[src/rtl/axi_lite_aes_regs.sv]
// AXI4-Lite register file for the AES accelerator: CTRL/KEY/DIN are host-writable,
// STATUS/DOUT are live views of the core, with one outstanding read and one outstanding write.
module axi_lite_aes_regs #(
  parameter int ADDR_WIDTH = 6
) (
  input  logic                  clk,
  input  logic                  resetn,
  input  logic [ADDR_WIDTH-1:0] s_axi_awaddr,
  input  logic                  s_axi_awvalid,
  output logic                  s_axi_awready,
  input  logic [31:0]           s_axi_wdata,
  input  logic [3:0]            s_axi_wstrb,
  input  logic                  s_axi_wvalid,
  output logic                  s_axi_wready,
  output logic [1:0]            s_axi_bresp,
  output logic                  s_axi_bvalid,
  input  logic                  s_axi_bready,
  input  logic [ADDR_WIDTH-1:0] s_axi_araddr,
  input  logic                  s_axi_arvalid,
  output logic                  s_axi_arready,
  output logic [31:0]           s_axi_rdata,
  output logic [1:0]            s_axi_rresp,
  output logic                  s_axi_rvalid,
  input  logic                  s_axi_rready,
  output logic [31:0]           ctrl_reg,
  input  logic                  aes_start,
  input  logic [31:0]           status_reg,
  output logic [127:0]          aes_key,
  output logic [127:0]          aes_din,
  input  logic [127:0]          aes_dout
);

  localparam int WW = ADDR_WIDTH - 2;
  localparam logic [1:0] RESP_OKAY   = 2'b00;
  localparam logic [1:0] RESP_SLVERR = 2'b10;

  typedef enum logic [2:0] {
    REG_CTRL, REG_STATUS, REG_KEY, REG_DIN, REG_DOUT, REG_NONE
  } reg_sel_e;

  function automatic reg_sel_e decode(input logic [WW-1:0] widx);
    reg_sel_e sel;
    sel = REG_NONE;
    if (widx == WW'(0))                     sel = REG_CTRL;
    else if (widx == WW'(1))                sel = REG_STATUS;
    else if (widx[WW-1:2] == (WW-2)'(1))    sel = REG_KEY;
    else if (widx[WW-1:2] == (WW-2)'(2))    sel = REG_DIN;
    else if (widx[WW-1:2] == (WW-2)'(3))    sel = REG_DOUT;
    return sel;
  endfunction

  function automatic logic [31:0] merge(input logic [31:0] old, input logic [31:0] data,
                                        input logic [3:0] strb);
    logic [31:0] res;
    res = old;
    for (int b = 0; b < 4; b++)
      if (strb[b]) res[8*b +: 8] = data[8*b +: 8];
    return res;
  endfunction

  logic                  aw_held, w_held;
  logic [ADDR_WIDTH-1:2] aw_addr;
  logic [31:0]           w_data;
  logic [3:0]            w_strb;
  logic [31:0]           key [4];
  logic [31:0]           din [4];
  logic [31:0]           dout_w [4];
  logic                  aw_hs, w_hs, ar_hs, commit;
  logic                  aw_held_d, w_held_d, bvalid_d, rvalid_d;
  reg_sel_e              wr_sel, rd_sel;
  logic [1:0]            wr_idx, rd_idx;
  logic [31:0]           rd_data;
  logic                  rd_err;
  logic                  unused_addr_lsbs;

  assign unused_addr_lsbs = ^{s_axi_awaddr[1:0], s_axi_araddr[1:0]};

  assign aw_hs  = s_axi_awvalid & s_axi_awready;
  assign w_hs   = s_axi_wvalid & s_axi_wready;
  assign ar_hs  = s_axi_arvalid & s_axi_arready;
  assign commit = aw_held & w_held;
  assign wr_sel = decode(aw_addr);
  assign wr_idx = aw_addr[3:2];
  assign rd_sel = decode(s_axi_araddr[ADDR_WIDTH-1:2]);
  assign rd_idx = s_axi_araddr[3:2];

  assign aes_key = {key[3], key[2], key[1], key[0]};
  assign aes_din = {din[3], din[2], din[1], din[0]};

  // Ready flags are registered from next-state so they are 0 in reset and follow the hold rules exactly.
  always_comb begin
    aw_held_d = commit ? 1'b0 : (aw_held | aw_hs);
    w_held_d  = commit ? 1'b0 : (w_held | w_hs);
    bvalid_d  = commit | (s_axi_bvalid & ~s_axi_bready);
    rvalid_d  = ar_hs | (s_axi_rvalid & ~s_axi_rready);
  end

  always_comb begin
    for (int i = 0; i < 4; i++) dout_w[i] = aes_dout[32*i +: 32];
  end

  always_comb begin
    rd_data = '0;
    rd_err  = 1'b0;
    case (rd_sel)
      REG_CTRL:   rd_data = ctrl_reg;
      REG_STATUS: rd_data = status_reg;
      REG_KEY:    rd_data = key[rd_idx];
      REG_DIN:    rd_data = din[rd_idx];
      REG_DOUT:   rd_data = dout_w[rd_idx];
      default:    rd_err  = 1'b1;
    endcase
  end

  // A committing CTRL write takes priority over the START clear from the core.
  always_ff @(posedge clk or negedge resetn) begin
    if (!resetn) begin
      aw_held       <= 1'b0;
      w_held        <= 1'b0;
      aw_addr       <= '0;
      w_data        <= '0;
      w_strb        <= '0;
      s_axi_awready <= 1'b0;
      s_axi_wready  <= 1'b0;
      s_axi_bvalid  <= 1'b0;
      s_axi_bresp   <= RESP_OKAY;
      ctrl_reg      <= '0;
      for (int i = 0; i < 4; i++) begin
        key[i] <= '0;
        din[i] <= '0;
      end
    end else begin
      aw_held       <= aw_held_d;
      w_held        <= w_held_d;
      s_axi_awready <= ~aw_held_d & ~bvalid_d;
      s_axi_wready  <= ~w_held_d & ~bvalid_d;
      s_axi_bvalid  <= bvalid_d;
      if (aw_hs) aw_addr <= s_axi_awaddr[ADDR_WIDTH-1:2];
      if (w_hs) begin
        w_data <= s_axi_wdata;
        w_strb <= s_axi_wstrb;
      end
      if (commit)
        s_axi_bresp <= (wr_sel inside {REG_CTRL, REG_KEY, REG_DIN}) ? RESP_OKAY : RESP_SLVERR;
      if (commit && wr_sel == REG_CTRL) ctrl_reg <= merge(ctrl_reg, w_data, w_strb);
      else if (aes_start)               ctrl_reg[0] <= 1'b0;
      if (commit && wr_sel == REG_KEY)  key[wr_idx] <= merge(key[wr_idx], w_data, w_strb);
      if (commit && wr_sel == REG_DIN)  din[wr_idx] <= merge(din[wr_idx], w_data, w_strb);
    end
  end

  always_ff @(posedge clk or negedge resetn) begin
    if (!resetn) begin
      s_axi_arready <= 1'b0;
      s_axi_rvalid  <= 1'b0;
      s_axi_rdata   <= '0;
      s_axi_rresp   <= RESP_OKAY;
    end else begin
      s_axi_rvalid  <= rvalid_d;
      s_axi_arready <= ~rvalid_d;
      if (ar_hs) begin
        s_axi_rdata <= rd_data;
        s_axi_rresp <= rd_err ? RESP_SLVERR : RESP_OKAY;
      end
    end
  end

endmodule
[config.mk]
export PLATFORM = sky130hd
export DESIGN_NAME = axi_lite_aes_regs
export DESIGN_NICKNAME = d
export VERILOG_FILES = /design/src/rtl/axi_lite_aes_regs.sv
export SDC_FILE = /design/constraint.sdc
export NUM_CORES = 1
export LEC_CHECK = 0
export CAP_MARGIN = 40
export CORE_MARGIN = 1.5
export CORE_UTILIZATION = 30
export DETAILED_ROUTE_END_ITERATION = 7
export GPL_TIMING_DRIVEN = 1
export PLACE_DENSITY = 0.58
export SKIP_LAST_GASP = 1
export SLEW_MARGIN = 5
export SYNTH_ARGS = -nofsm -noshare
export SYNTH_HDL_FRONTEND = slang
export SYNTH_SLANG_ARGS = --single-unit
[constraint.sdc]
create_clock -name clk -period 2.4 [get_ports clk]
set_input_delay 0.48 -clock clk [delete_from_list [all_inputs] [get_ports clk]]
set_output_delay 0.48 -clock clk [all_outputs]
set_load 0.02 [all_outputs]
# After elaboration in Yosys (flattened, before gate mapping)
# Index checks and enable logic that the tools add are counted.
word_totals:
  output_inout_bits: 329
  regBits: 371
op_classes:
  eq_ne: 15
  bitwise: 20
  n_lt_le_gt_ge: 3
  muxes: 53
  reduce_logical: 16
op_table:
  columns: ["cell", "n"]
  rows:
  - ["2-to-1 mux 32 bit", 11]
  - ["binary-select mux 32 bit (select 2 bit)", 5]
  - ["bitwise mux 128 bit", 2]
  - ["case mux 32 bit (5 select lines)", 1]
  - ["2-to-1 mux 8 bit", 16]
  - ["demux 32 bit (select 2 bit)", 1]
  - ["2-to-1 mux 3 bit", 8]
  - ["== test 3 x 2 -> 1 bit (second input constant)", 4]
  - ["AND reduction 2 bit", 5]
  - ["AND 1 bit", 8]
  - ["== test 2 bit (second input constant)", 4]
  - ["== test 4 x 1 -> 1 bit (second input constant)", 2]
  - ["zero test 4 bit", 2]
  - ["2-to-1 mux 1 bit", 7]
  - ["greater-or-equal comparator 3 bit (second input constant)", 2]
  - ["zero test 3 bit", 2]
  - ["NOT 1 bit", 6]
  - ["NOT 2 -> 3 bit", 2]
  - ["OR reduction 5 bit", 1]
  - ["== test 2 x 1 -> 1 bit (second input constant)", 2]
  - ["logical AND 1 bit", 4]
  - ["2-to-1 mux 2 bit", 2]
  - ["OR 1 bit", 4]
  - ["== test 3 x 1 -> 1 bit (second input constant)", 1]
  - ["other kinds (5)", 5]

# Logic depth before layout (Yosys ltp)
# Gate-level depths: netlist (run 1).
logic_depth:
  ltp_word: 10
  depth_mapped: 8
  mapped_depth_nobuf: 6

# Worst setup path before layout (run 1)
# Ideal clock, no wire load.
synth_timing:
  path_kind: "in2reg"
  start: "in s_axi_araddr[3]"
  end: "reg s_axi_rdata[10]"
  t_arrival_ns: 1.739
  path_slack_ns: 0.528
  cell_stages: 5
  required_time_ns: 2.268
  path_cell_list: "buf_2 clkbuf_1 mux4_2 a2111oi_2 o21ai_1"
synth_via:
  elab_chain_len: 5
  elab_cells_between_ends: 20
synth_rtl:
  columns: ["element", "line", "source"]
  rows:
  - ["from (decl)", "18", "input logic [ADDR_WIDTH-1:0] s_axi_araddr,"]
  - ["== test 4 x 1 -> 1 bit or NOT 2 -> 3 bit (tied branches)", null, null]
  - ["2-to-1 mux 3 bit, or another cell as far along", "45", "else if (widx == WW'(1)) sel = REG_STATUS;"]
  - ["2-to-1 mux 3 bit, or another cell as far along", "44", "if (widx == WW'(0)) sel = REG_CTRL;"]
  - ["== test 3 bit, or another cell as far along", "105", "case (rd_sel)"]
  - ["case mux 32 bit (5 select lines) *", "105", null]
  - ["to (signal assigned)", "162", "s_axi_rdata <= rd_data;"]
  - ["to (decl)", "21", "output logic [31:0] s_axi_rdata,"]
# Mark *: on every way between the ends. The rest lies on a longest branch, timed or not. The select of a mux whose other input is x is not followed.
# A chain may end at the register's enable or synchronous reset.

# Final worst setup path (run 1)
layout_timing:
  start: "reg din, in the netlist aes_din[5]"
  end: "out aes_din[5]"
layout_rtl:
  columns: ["element", "line", "source"]
  rows:
  - ["from (decl)", "66", "logic [31:0] din [4];"]
  - ["from (signal, indexed assignment)", "148", "if (commit && wr_sel == REG_DIN) din[wr_idx] <= merge(din[wr_idx], w_data, w_strb);"]
  - ["to (decl)", "29", "output logic [127:0] aes_din,"]
# No word-level cell between the ends.

==> impl_metrics.toml, run 1 <==
[clock_network]
cts_setup_buffers = 0
cts_tree = "done"
cts_buffers = 44
cts_resized = 0
clock_latency_ps = 560
numClockSinks = 369
cts_buffer_depth = 3
clkTransAtPathRegs_ps = 60
htreeDepth = 2
cts-root-buf = "clkbuf_16"

[synth]
ys_seq_area_share_pct = 48.6
synth.top_cells.by_area = "dfrtp_1 (49%), mux2i_1 (12%), mux4_2 (11%)"
syn_avg_cell_area_sq_um = 11.5
synth_top_area_share_pct = 48.6
ys_warn_count = 0
synth_flop_cell = "dfrtp_1"
synthTopCellsByCount = "dfrtp_1 (369), mux2i_1 (229), nand2_1 (204)"
synthMostInstantiatedCell = "dfrtp_1"
async_flop_share_pct = 100
synthDistinctLibCells = 39
ys_ff_latch = 369
synth_enable_flop_cells = 0
synthCells = 1659
synth_area_sq_um = 19000
yosys.area.top_type = "dfrtp_1"

[power]
total_leakage_power_nw = 11.6
ir_drop_mv = 0.692
power_density_nw_per_um2 = 1300

[cells_and_area]
syn2layout_area_growth_pct = 44.3
multi_input_area_sq_um = 9180
nFillCells = 5873
drive_gt1_share_pct = 16.9
diodes = 0
final_area_sq_um = 27400
fin_nets = 2419
ff_latch_area_sq_um = 9240

[sta]
slew_violations = 0
finalHoldViolCount = 0
tightest_slew_ps = 646
fin_ws_ps = 209
rsz0062_at_grt = "false"
finClkSkew_ps = 16.3
slew_headroom_pct = 56.9
fin_crit_sh_pct = 91.3
finalSetupViolations = 0
clock.fmax_mhz = 456
layout_min_cycle_time_ps = 2190

[detailed_routing]
vias = 15990
wl_per_cell_microns = 25.2
drt_pass1_iterations = 5
drc = 0
drt-total-wl_microns = 77400
viasPerCell = 5.20
dr.first_iter.drc_count = 973
postRouteAntennaNets = 0

[floorplan]
core_sq_um = 62900
num_rows = 92
die_x_microns = 255
ioPinCount = 545
start_util_pct = 30.2
die_h_microns = 255
die_area_sq_um = 64900

[global_route]
grt_first_pass_wirelength_microns = 111000
antenna_found_initial = 3
grt_max_degree = 86
grt_overflow_total = 0
grt_pass1_vias = 16328
grt_util_all_layers_pct = 23.4

[placed_design]
pre_cts_slack_ps = -173
port_buffers = 538
dpl.hpwl_microns = 56400
dpl_cell_area_sq_um = 26000
place_congestion = 0.873

[critical_path]
crit_chain = "clkdlybuf4s50_1"
reg2reg_to = "aes_din[109]"
endpoint = "aes_din[5]"
end_kind = "primary output"
crit_buf_inv = 1
start_kind = "register"
arrival_ps = 1710
reg2regPathDepth = 4
cp_num_cells = 1
slowest_stage = "clkdlybuf4s50_1"
required_ps = 1920
critical_path_class = "reg2out"
r2r_slack_ps = 270
cp_max_fo = 4
crit_path_start = "aes_din[5]"
critPathTopFamily = "buffers and inverters"
r2r-start = "aw_addr[2]"
cpPeakStageDelay_ps = 670

[status]
outcome = "finished clean"

[flow_run]
maxCapViolations = 0

[worst_hold_path]
hp-class = "in2async"
## layer usage
| layer | share of wire, % | GRT usage [%] | up-vias |
|---|---|---|---|
| li1 | - | - | 7153 |
| met5 | 0.053 | 0 | - |
| met3 | 7.6 | 5.71 | 121 |
| met4 | 2.9 | 7.51 | 6 |
| met1 | 41 | 29.8 | 8086 |
| met2 | 49 | 39.0 | 624 |
## cells in the final DEF (no fill, tap or decap), drive strengths merged, types with 2 or more instances in the layout
master           n
a2111oi         31
a21oi           96
buf             88
bufinv           2
clkbuf          68
clkdlybuf4s50  535
clkinv           6
clkinvlp         2
conb             2
dfrtp          369
ha               7
inv              8
mux2            71
mux2i          229
mux4            95
nand2          208
nand2b           4
nand3            3
nand3b           2
nor2           130
nor2b            2
nor3b            3
o21ai          194
o22ai           64
## power breakdown
group | internal (mW) | switching [mW]
clock network | 4.05 | 2.69
logic | 8.22 | 8.72
registers | 8.76 | 3.15
## repair_timing
action                                  4_1_cts  5_1_grt
hold buffers                                  1        0
endpoints found under the hold margin        51        0
endpoints found under the setup margin        0        0
## kinds of logic (layout without fill, tap and decap cells)
kind of cell | count (synthesis) | in the layout | share of synthesized area [%]
other cells | 1 | 2 | 0.0197
buf+inv | 141 | 710 | 3.52
flops | 369 | 369 | 48.6
compound gates | 389 | 389 | 12.3
simple gates | 357 | 357 | 7.57
fa+ha+maj | 7 | 7 | 0.461
mux | 395 | 395 | 27.5
## how the worst min path moves through the flow
stage	from	to	slack [ps]
after floorplan	resetn	aes_din[0]	180
after global placement	s_axi_rdata[18]	s_axi_rdata[18]	470
after detailed placement	s_axi_awready	s_axi_awready	470
after CTS	resetn	aes_din[90]	480
after global routing	resetn	aes_din[58]	480
final	resetn	aes_din[90]	460
## cell type report
class / instances / area share [%]
sequential: 369 / 33.7
multi-input combinational: 1150 / 33.5
timing repair buffer: 624 / 23.6
clock buffer: 68 / 4.90
tap: 846 / 3.86
clock inverter: 11 / 0.415
inverter: 7 / 0.0958
## stage by stage
step	std cells	TNS [ps]	hold slack, ps	power, mW	utilization (%)
final	3075	0	458	35.6	43.6
after floorplan	1660	0	184	20.3	-
after CTS	3075	0	477	35.9	43.6
after global routing	3075	0	479	37.5	43.6
after global placement	2995	-4710	472	28.6	41.3
after detailed placement	2995	-4840	472	29.0	41.3
Note: power is estimated with default switching activity, not from simulation.
==> run 2, diff against run 1 <==
--- a/config.mk
+++ b/config.mk
@@ -10,7 +10,8 @@
 export CORE_UTILIZATION = 30
 export DETAILED_ROUTE_END_ITERATION = 7
 export GPL_TIMING_DRIVEN = 1
-export PLACE_DENSITY = 0.58
+export PLACE_DENSITY = 0.66
+export REMOVE_ABC_BUFFERS = 1
 export SKIP_LAST_GASP = 1
 export SLEW_MARGIN = 5
 export SYNTH_ARGS = -nofsm -noshare
==> run 2 against run 1 <==
Against the previous run: hold slack improved by 31 ps; count of clock-buffer cells in the layout decreased by 2; utilization decreased by 0.28 points; fmax decreased by 0.55%; clock skew increased by 1.3 ps; worst setup slack got worse by 12 ps; sequential power about the same; die area unchanged; first-iteration DRC count increased by 10%.
==> impl_metrics.toml, run 2 (synthesized netlist as in run 1, its figures left out) <==
[status]
outcome = "finished clean"

[cells_and_area]
fin_nets = 2416
syn2layout_area_growth_pct = 43.3
fin_cells = 3071
drive_gt1_share_pct = 16.4
final_cell_mix = "clkdlybuf4s50_1 (535), dfrtp_1 (367), mux2i_1 (229)"
final_core_utilization_pct = 43.4
final_common_cell = "clkdlybuf4s50_1"

[floorplan]
die_h_microns = 255
die_x_microns = 255
die_area_sq_um = 64900
num_rows = 92
ioPinCount = 545
core_sq_um = 62900
start_util_pct = 30.2

[power]
power.total_mw = 34.7
ir_drop_mv = 0.661
total_leakage_power_nw = 11.5
power_density_nw_per_um2 = 1280

[clock_network]
clkTransAtPathRegs_ps = 60
clock_latency_ps = 550
cts_tree = "done"
numClockSinks = 369
cts_buffer_depth = 3
htreeDepth = 2
cts-root-buf = "clkbuf_16"
cts_buffers = 43

[detailed_routing]
drt-total-wl_microns = 72700
viasPerCell = 5.32
drc = 0
vias = 16338
postRouteAntennaNets = 0
drt_pass1_iterations = 7
wl_per_cell_microns = 23.7
dr.first_iter.drc_count = 1071

[placed_design]
placedCellCount = 2993
port_buffers = 538
place_congestion = 0.892
dpl.hpwl_microns = 52800

[sta]
finalHoldViolCount = 0
layout_min_cycle_time_ps = 2200
fin_crit_sh_pct = 91.8
finalSetupViolations = 0
slew_headroom_pct = 58.9
rsz0062_at_grt = "false"
tightest_slew_ps = 617
slew_violations = 0
hold_ws_ps = 488
finalSetupTns_ps = 0
clock.fmax_mhz = 454
finClkSkew_ps = 17.6

[global_route]
antenna_found_initial = 2
grt_max_degree = 66
grt_overflow_total = 0
grt_pass1_vias = 16691
grt_first_pass_wirelength_microns = 107000
grt_util_all_layers_pct = 22.0

[critical_path]
required_ps = 1920
start_kind = "register"
cpPeakStageDelay_ps = 680
critical_path_class = "reg2out"
crit_chain = "clkdlybuf4s50_1"
slowest_stage = "clkdlybuf4s50_1"
crit_buf_inv = 1
cp_max_fo = 4
end_kind = "primary output"
critPathTopFamily = "buffers and inverters"
arrival_ps = 1720

[worst_hold_path]
hp-class = "reg2reg"

[flow_run]
maxCapViolations = 0
run 2: changes by cell type in the layout (fill, tap and decap cells not counted), sizes merged:
cell / change
clkbuf: -2
clkinvlp: -2
buf: -2
diode: +1
inv: +1
run 2: layout make-up:
class / count / area [sq um]
diodes: 1 / 2.50
clock buffers: 66 / 1230
clock inverters: 10 / 115
fillers: 5880 / 35600
inverters: 7 / 26.3
multi-input cells: 1150 / 9170
flip-flops and latches: 369 / 9240
well taps: 846 / 1060
repair buffers: 622 / 6400
run 2: path summary, 6_finish.rpt:
| check | from | to | slack [ps] | cells after the start |
|---|---|---|---|---|
| min in group asynchronous | resetn | aes_din[86] | 530 | 2 |
| worst max register to register | aw_addr[4] | ctrl_reg[16] | 310 | 7 |
| worst min register to register | s_axi_rdata[4] | s_axi_rdata[4] | 490 | 2 |
| worst min-delay path | s_axi_rdata[4] | s_axi_rdata[4] | 490 | 2 |
| max in group asynchronous | resetn | aw_addr[2] | 1000 | 3 |
| worst max-delay path | aes_din[122] | aes_din[122] | 200 | 1 |
run 2: metal layers:
| metal | up-vias | track usage [%] | share of wire [%] |
|---|---|---|---|
| li1 | 7146 | - | - |
| met1 | 8274 | 27.3 | 39 |
| met2 | 793 | 38.0 | 50 |
| met3 | 123 | 5.00 | 8.3 |
| met4 | 2 | 6.93 | 2.7 |
| met5 | - | 0 | 0.019 |
run 2: per-stage QoR:
stage,worst slack (ps),instance area (sq um)
2_1_floorplan,-4190,18400
3_3_place_gp,-189,25900
3_5_place_dp,-218,25900
4_1_cts,161,27200
5_1_grt,150,27200
6_report,197,27200
run 2: report_power, final:
group          internal [mW]  switching [mW]  total, mW
clock                   3.75            2.63       6.38
combinational           8.10            8.38       16.5
sequential              8.76            3.13       11.9
run 2: repair_timing:
action                                 4_1_cts  5_1_grt
hold buffers                                 1        0
endpoints found under the hold margin       51        0
setup buffers                                0        0
gates resized for setup                      0        0
